`src/rtl/matmul_pkg.sv`:
```
// Shared definitions for the matrix-multiply sequencer: FSM states, tag layout, width helpers.
package matmul_pkg;

  typedef enum logic [1:0] {
    StIdle,
    StIssue,
    StDrain,
    StFin
  } state_e;

  // Tag layout: {elem_addr, last, first, valid}
  localparam int unsigned TagValid   = 0;
  localparam int unsigned TagFirst   = 1;
  localparam int unsigned TagLast    = 2;
  localparam int unsigned TagAddrLsb = 3;

  function automatic int unsigned addr_w(input int unsigned dim);
    return $clog2(dim * dim - 1) + 1;
  endfunction

  function automatic int unsigned cnt_w(input int unsigned dim);
    return $clog2(dim) + 1;
  endfunction

  function automatic int unsigned tag_w(input int unsigned aw);
    return TagAddrLsb + aw;
  endfunction

endpackage

```
`src/rtl/matmul_sequencer_if.sv`:
```
// Control/address bundle between the host and the matrix-multiply sequencer.
interface matmul_sequencer_if #(
  parameter int unsigned ADDR_W = 4
);
  logic              start;
  logic              abort;
  logic              busy;
  logic              done;
  logic [ADDR_W-1:0] rd_addr_m1;
  logic [ADDR_W-1:0] rd_addr_m2;
  logic              acc_en;
  logic              acc_load;
  logic              out_we;
  logic [ADDR_W-1:0] out_addr;

  // Host side: requests runs, observes status and datapath controls
  modport master (
    output start, abort,
    input  busy, done, rd_addr_m1, rd_addr_m2, acc_en, acc_load, out_we, out_addr
  );

  // Sequencer side
  modport slave (
    input  start, abort,
    output busy, done, rd_addr_m1, rd_addr_m2, acc_en, acc_load, out_we, out_addr
  );
endinterface

```
`src/rtl/mm_tag_pipe.sv`:
```
// Fixed-depth tag shift register mirroring the datapath latency; clr wipes every stage.
module mm_tag_pipe
  import matmul_pkg::*;
#(
  parameter int unsigned WIDTH = 4,
  parameter int unsigned DEPTH = 3
) (
  input  logic             clk,
  input  logic             clr,
  input  logic [WIDTH-1:0] tag_in,
  output logic [WIDTH-1:0] tag_out,
  output logic             empty
);

  logic [WIDTH-1:0] stage_q [DEPTH];

  // Shift one stage per cycle, or clear all stages
  always_ff @(posedge clk) begin
    if (clr) begin
      for (int s = 0; s < DEPTH; s++) stage_q[s] <= '0;
    end else begin
      stage_q[0] <= tag_in;
      for (int s = 1; s < DEPTH; s++) stage_q[s] <= stage_q[s-1];
    end
  end

  assign tag_out = stage_q[DEPTH-1];

  // Empty when no stage carries a valid tag
  always_comb begin
    empty = 1'b1;
    for (int s = 0; s < DEPTH; s++) begin
      if (stage_q[s][TagValid]) empty = 1'b0;
    end
  end

endmodule

```
`src/rtl/matmul_sequencer.sv`:
```
// Run controller for the DIMxDIM complex matmul datapath: issues DIM^3 operand address
// pairs, then drives accumulate and output-write strobes aligned through a tag pipe.
module matmul_sequencer
  import matmul_pkg::*;
#(
  parameter int unsigned DIM      = 3,
  parameter int unsigned PIPE_LAT = 3,
  parameter int unsigned ADDR_W   = addr_w(DIM)
) (
  input  logic               clk,
  input  logic               rst,
  matmul_sequencer_if.slave  bus
);

  localparam int unsigned CW = cnt_w(DIM);
  localparam int unsigned TW = tag_w(ADDR_W);
  localparam logic [CW-1:0]     CntLast = CW'(DIM - 1);
  localparam logic [ADDR_W-1:0] DimA    = ADDR_W'(DIM);

  state_e state_q, state_d;
  logic [CW-1:0]     i_q, i_d, j_q, j_d, k_q, k_d;
  logic [ADDR_W-1:0] m1_q, m1_d, m2_q, m2_d, row_q, row_d, elem_q, elem_d;
  logic              out_we_q;
  logic [ADDR_W-1:0] out_addr_q;
  logic [TW-1:0]     tag_in, tag_out;
  logic              pipe_empty;

  logic issue, k_wrap, j_wrap, last_issue, abort_hit, clr, fin_elem;

  assign issue      = (state_q == StIssue);
  assign k_wrap     = (k_q == CntLast);
  assign j_wrap     = (j_q == CntLast);
  assign last_issue = issue && k_wrap && j_wrap && (i_q == CntLast);
  assign abort_hit  = bus.abort && (state_q != StIdle);
  assign clr        = !rst || abort_hit;
  assign fin_elem   = tag_out[TagValid] && tag_out[TagLast];

  // State register
  always_ff @(posedge clk) begin
    if (clr) state_q <= StIdle;
    else     state_q <= state_d;
  end

  // Next-state: abort overrides any transition
  always_comb begin
    state_d = state_q;
    unique case (state_q)
      StIdle:  if (bus.start) state_d = StIssue;
      StIssue: if (last_issue) state_d = StDrain;
      StDrain: if (pipe_empty && out_we_q) state_d = StFin;
      StFin:   state_d = StIdle;
      default: state_d = StIdle;
    endcase
    if (abort_hit) state_d = StIdle;
  end

  // Loop counters and incremental addresses; m1 returns to the row base on a k wrap
  always_comb begin
    i_d    = i_q;
    j_d    = j_q;
    k_d    = k_q;
    m1_d   = m1_q;
    m2_d   = m2_q;
    row_d  = row_q;
    elem_d = elem_q;
    if (state_q == StIdle && bus.start) begin
      i_d    = '0;
      j_d    = '0;
      k_d    = '0;
      m1_d   = '0;
      m2_d   = '0;
      row_d  = '0;
      elem_d = '0;
    end else if (issue && !last_issue) begin
      if (!k_wrap) begin
        k_d  = k_q + CW'(1);
        m1_d = m1_q + ADDR_W'(1);
        m2_d = m2_q + DimA;
      end else begin
        k_d    = '0;
        elem_d = elem_q + ADDR_W'(1);
        if (!j_wrap) begin
          j_d  = j_q + CW'(1);
          m1_d = row_q;
          m2_d = ADDR_W'(j_q) + ADDR_W'(1);
        end else begin
          j_d   = '0;
          i_d   = i_q + CW'(1);
          m1_d  = m1_q + ADDR_W'(1);
          row_d = row_q + DimA;
          m2_d  = '0;
        end
      end
    end
  end

  // Counter registers
  always_ff @(posedge clk) begin
    if (clr) begin
      i_q    <= '0;
      j_q    <= '0;
      k_q    <= '0;
      m1_q   <= '0;
      m2_q   <= '0;
      row_q  <= '0;
      elem_q <= '0;
    end else begin
      i_q    <= i_d;
      j_q    <= j_d;
      k_q    <= k_d;
      m1_q   <= m1_d;
      m2_q   <= m2_d;
      row_q  <= row_d;
      elem_q <= elem_d;
    end
  end

  // Tag for the pair issued this cycle
  always_comb begin
    tag_in = '0;
    tag_in[TagValid] = issue;
    tag_in[TagFirst] = issue && (k_q == '0);
    tag_in[TagLast]  = issue && k_wrap;
    tag_in[TagAddrLsb +: ADDR_W] = issue ? elem_q : '0;
  end

  mm_tag_pipe #(
    .WIDTH (TW),
    .DEPTH (PIPE_LAT)
  ) u_tag_pipe (
    .clk     (clk),
    .clr     (clr),
    .tag_in  (tag_in),
    .tag_out (tag_out),
    .empty   (pipe_empty)
  );

  // Output write trails the final accumulate by one cycle so the accumulator settles
  always_ff @(posedge clk) begin
    if (clr) begin
      out_we_q   <= 1'b0;
      out_addr_q <= '0;
    end else begin
      out_we_q   <= fin_elem;
      out_addr_q <= fin_elem ? tag_out[TagAddrLsb +: ADDR_W] : '0;
    end
  end

  assign bus.busy       = (state_q != StIdle);
  assign bus.done       = (state_q == StFin);
  assign bus.rd_addr_m1 = m1_q;
  assign bus.rd_addr_m2 = m2_q;
  assign bus.acc_en     = tag_out[TagValid];
  assign bus.acc_load   = tag_out[TagValid] && tag_out[TagFirst];
  assign bus.out_we     = out_we_q;
  assign bus.out_addr   = out_addr_q;

endmodule

```
`src/flat_wrapper.sv`:
```
// flat-port wrapper written by rule: the top's interface ports become plain ports
module matmul_sequencer_flat import matmul_pkg::*;
#(
  parameter int unsigned DIM      = 3,
  parameter int unsigned PIPE_LAT = 3,
  parameter int unsigned ADDR_W   = addr_w(DIM)
)
  (clk, rst, bus_start, bus_abort, bus_busy, bus_done, bus_rd_addr_m1, bus_rd_addr_m2, bus_acc_en, bus_acc_load, bus_out_we, bus_out_addr);
  matmul_sequencer_if #(.ADDR_W(ADDR_W)) bus_i ();
  input  logic clk;
  input  logic rst;
  input wire logic [$bits(bus_i.start)-1:0] bus_start;
  input wire logic [$bits(bus_i.abort)-1:0] bus_abort;
  output wire logic [$bits(bus_i.busy)-1:0] bus_busy;
  output wire logic [$bits(bus_i.done)-1:0] bus_done;
  output wire logic [$bits(bus_i.rd_addr_m1)-1:0] bus_rd_addr_m1;
  output wire logic [$bits(bus_i.rd_addr_m2)-1:0] bus_rd_addr_m2;
  output wire logic [$bits(bus_i.acc_en)-1:0] bus_acc_en;
  output wire logic [$bits(bus_i.acc_load)-1:0] bus_acc_load;
  output wire logic [$bits(bus_i.out_we)-1:0] bus_out_we;
  output wire logic [$bits(bus_i.out_addr)-1:0] bus_out_addr;
  assign bus_i.start = bus_start;
  assign bus_i.abort = bus_abort;
  assign bus_busy = bus_i.busy;
  assign bus_done = bus_i.done;
  assign bus_rd_addr_m1 = bus_i.rd_addr_m1;
  assign bus_rd_addr_m2 = bus_i.rd_addr_m2;
  assign bus_acc_en = bus_i.acc_en;
  assign bus_acc_load = bus_i.acc_load;
  assign bus_out_we = bus_i.out_we;
  assign bus_out_addr = bus_i.out_addr;
  matmul_sequencer #(.DIM(DIM), .PIPE_LAT(PIPE_LAT), .ADDR_W(ADDR_W)) u_core (.clk(clk), .rst(rst), .bus(bus_i));
endmodule
```
`config.mk`:
```
export PLATFORM = sky130hd
export DESIGN_NAME = matmul_sequencer_flat
export DESIGN_NICKNAME = d
export VERILOG_FILES = /design/src/rtl/matmul_pkg.sv /design/src/rtl/matmul_sequencer_if.sv /design/src/rtl/mm_tag_pipe.sv /design/src/rtl/matmul_sequencer.sv /design/src/flat_wrapper.sv
export SDC_FILE = /design/constraint.sdc
export NUM_CORES = 1
export LEC_CHECK = 0
export ABC_AREA = 1
export CORE_MARGIN = 10
export CORE_UTILIZATION = 40
export DETAILED_ROUTE_END_ITERATION = 12
export GPL_TIMING_DRIVEN = 1
export PLACE_DENSITY = 0.65
export SYNTH_ARGS = -nofsm -noshare
export SYNTH_HDL_FRONTEND = slang
export SYNTH_HIERARCHICAL = 1
export SYNTH_SLANG_ARGS = --single-unit
export TNS_END_PERCENT = 20
```
`constraint.sdc`:
```
create_clock -name clk -period 1.4 [get_ports clk]
set_input_delay 0.14 -clock clk [delete_from_list [all_inputs] [get_ports clk]]
set_output_delay 0.14 -clock clk [all_outputs]
set_load 0.005 [all_outputs]
```
==> out/metrics.cfg <==
[cts]
cts_made_buffers=5
htreeDepth=2
cts.clk_slew.worst_paths_ns=0.10
insertion_delay_ns=0.31
clock_sinks=53
clock_path_buffers=2
cts_hold_buf=0
root_buffer=clkbuf_8
cts_tree=yes

[job]
drv_cap=0

[global_route]
grt_usage_pct=9.499
grt_pass1_wl_um=7824
grt_max_degree=22
grt_remaining_overflow=0
grt_pass1_vias=1771
grt_antenna_before_repair=0

[worst_hold_path]
whs_path_depth=2
hold_class=flop to flop

[worst_setup_path]
critPathKind=flop to flop
endpoint_kind=flop
r2r_cells=10
crit_path_start_kind=flop
worstPathRequired_ns=1.61
worstPathMaxFanout=4
arrival_ns=1.61

[yosys]
synth-main-ff-cell=dfxtp_1
synth_area_leader_cell=dfxtp_1
synth_cells=314
async_flop_share_pct=0
synth.avg_cell_area_um2=7.559
yosys.area.top_type_share_pct=44.70
synth_enable_flop_cells=0
syn_nets=328
yosysMostFrequentCell=nand2_1
yosysUniqueCellTypes=28
ys_seq_elements=53
synth_common_cells=nand2_1, dfxtp_1, inv_1
seq_area_frac_synth_pct=44.70
synthesis.area_um2=2374
yosys_warnings=6
yosys-top-cells-area=dfxtp_1, nand2_1, inv_1

[placed_design]
dpl_cell_area_um2=2704
routabilityCongestion=0.8564
dp.cells=410
hpwl_um=3159
io_buffers=20
place_ws_ns=-0.04247

[detailed_routing]
wl_per_cell_um=10.79
finalWirelength_um=4584
ant_nets=0
via_count=1912
drt-pass1-iter-count=4
drt_iter0_markers=82
vias_per_cell=4.499
route.detailed.drc=0

[floorplanning]
fp.dieH_um=97.03
die_x_um=97.03
fp-row-count=27
ios=21
core_um2=5642
initial_utilization_pct=42.07
fp.dieArea_um2=9415

[layout]
fillers=511
synthToLayoutAreaGrowth_pct=26.99
fin_nets=366
fin_area_um2=3014
n_antenna_cell=0
drive_gt1_share_pct=24.36
fin_cells=425

[sta]
rsz0062_at_grt=true
period_minus_slack_ns=1.401
finalHoldViolations=0
worst_pin_slew_ns=0.3088
fin_skew_ns=0.005622
final_max_slew_viol_count=0
tns_ns=-0.001371
setup_viol=1
clock.fmax_ghz=0.7136
max_slew_margin_pct=79.20
setup_ws_ns=-0.001371
finalCritPeriodShare_pct=100.1

[power]
power_mw=3.742
ir_drop_mv=0.7540
leakagePower_nw=1.250
p_per_area_nw_per_um2=1241

[run_status]
violations=negative setup slack
status=complete, but fails checks

==> metal layers <==
layer	routed length [um]	global-route usage, %
met1	2191	11.29
met2	2081	15.13
met3	236	3.407
met4	75	3.833
met5	0	0
==> report_power, final <==
group / total (mW) / switching (mW) / leakage [nW] / internal, mW
Combinational: 1.10 / 0.592 / 0.763 / 0.503
Clock: 0.927 / 0.552 / 0.0506 / 0.375
Sequential: 1.72 / 0.0935 / 0.436 / 1.63
Total: 3.74 / 1.24 / 1.25 / 2.50
==> flip-flops by register name, indices dropped and copies added (netlist names) <==
signal                     count
u_core/state_q                 2
u_core/elem_q                  4
u_core/u_tag_pipe/stage_q     21
u_core/bus.out_we              1
u_core/bus.rd_addr_m1          4
u_core/i_q                     3
u_core/j_q                     3
u_core/bus.rd_addr_m2          4
u_core/k_q                     3
u_core/bus.out_addr            4
u_core/row_q                   4
==> placed cells by master, fill, tap and decap left out, types with 9 or more instances in the layout <==
| master | n |
|---|---|
| nand2_1 | 60 |
| inv_1 | 46 |
| nor2_1 | 43 |
| dfxtp_1 | 37 |
| buf_4 | 20 |
| clkdlybuf4s50_1 | 16 |
| a21oi_1 | 16 |
| o21ai_0 | 13 |
| dfxtp_2 | 13 |
| nand3_1 | 9 |
==> stage by stage <==
step	hold WS [ns]	utilization (%)
after detailed placement	0.3933	47.93
after global routing	0.4170	53.43
after floorplan	0.3175	-
after global placement	0.3896	47.93
final	0.4047	53.43
after CTS	0.4044	50.06
==> worst max-delay path: stages, from the launching register on <==
cell     delay (ns)
dfxtp_2        0.33
inv_2          0.05
ha_1           0.15
inv_2          0.05
nor2_4         0.16
nand3_4        0.11
nor2_4         0.10
nor2_2         0.04
buf_4          0.15
o21ai_1        0.12
nor2_1         0.05
==> logic make-up (layout without fill, tap and decap cells) <==
logic type / Yosys count / in the layout / share of synthesized area (%)
flops: 53 / 53 / 44.70
buf+inv: 70 / 108 / 13.76
fa+ha+maj: 10 / 10 / 5.271
compound gates: 38 / 38 / 8.435
xor+xnor: 8 / 8 / 2.952
simple gates: 135 / 136 / 24.88
==> final cells by class <==
cell class,count,area [um^2],area share [%]
clock buffer,5,68.82,2.283
clock inverter,3,28.78,0.9548
inverter,57,226.5,7.513
multi-input combinational,192,1116,37.03
sequential,53,1089,36.11
tap,72,90.09,2.989
timing repair buffer,42,390.4,12.95
timing repair inverter,1,5.005,0.1660
==> path summary, 6_finish.rpt <==
| check | startpoint | slack, ns | end |
|---|---|---|---|
| hold reg to reg | u_core/u_tag_pipe/stage_q[0][4] | 0.40 | u_core/u_tag_pipe/stage_q[0][11] |
| hold / removal | u_core/u_tag_pipe/stage_q[0][4] | 0.40 | u_core/u_tag_pipe/stage_q[0][11] |
| setup / recovery | u_core/i_q[0] | -0.001 | u_core/bus.rd_addr_m1[1] |
| setup reg to reg | u_core/i_q[0] | -0.001 | u_core/bus.rd_addr_m1[1] |
==> what timing repair did <==
item | 4_1_cts | 5_1_grt
endpoints found under the setup margin | 22 | 38
hold endpoints to repair | 0 | 0
buffers inserted | 1 | 4
resized for setup | 14 | 46
cloned | 0 | 2
pin swaps | 0 | 4
No activity file was read; power rests on OpenSTA's default activity.
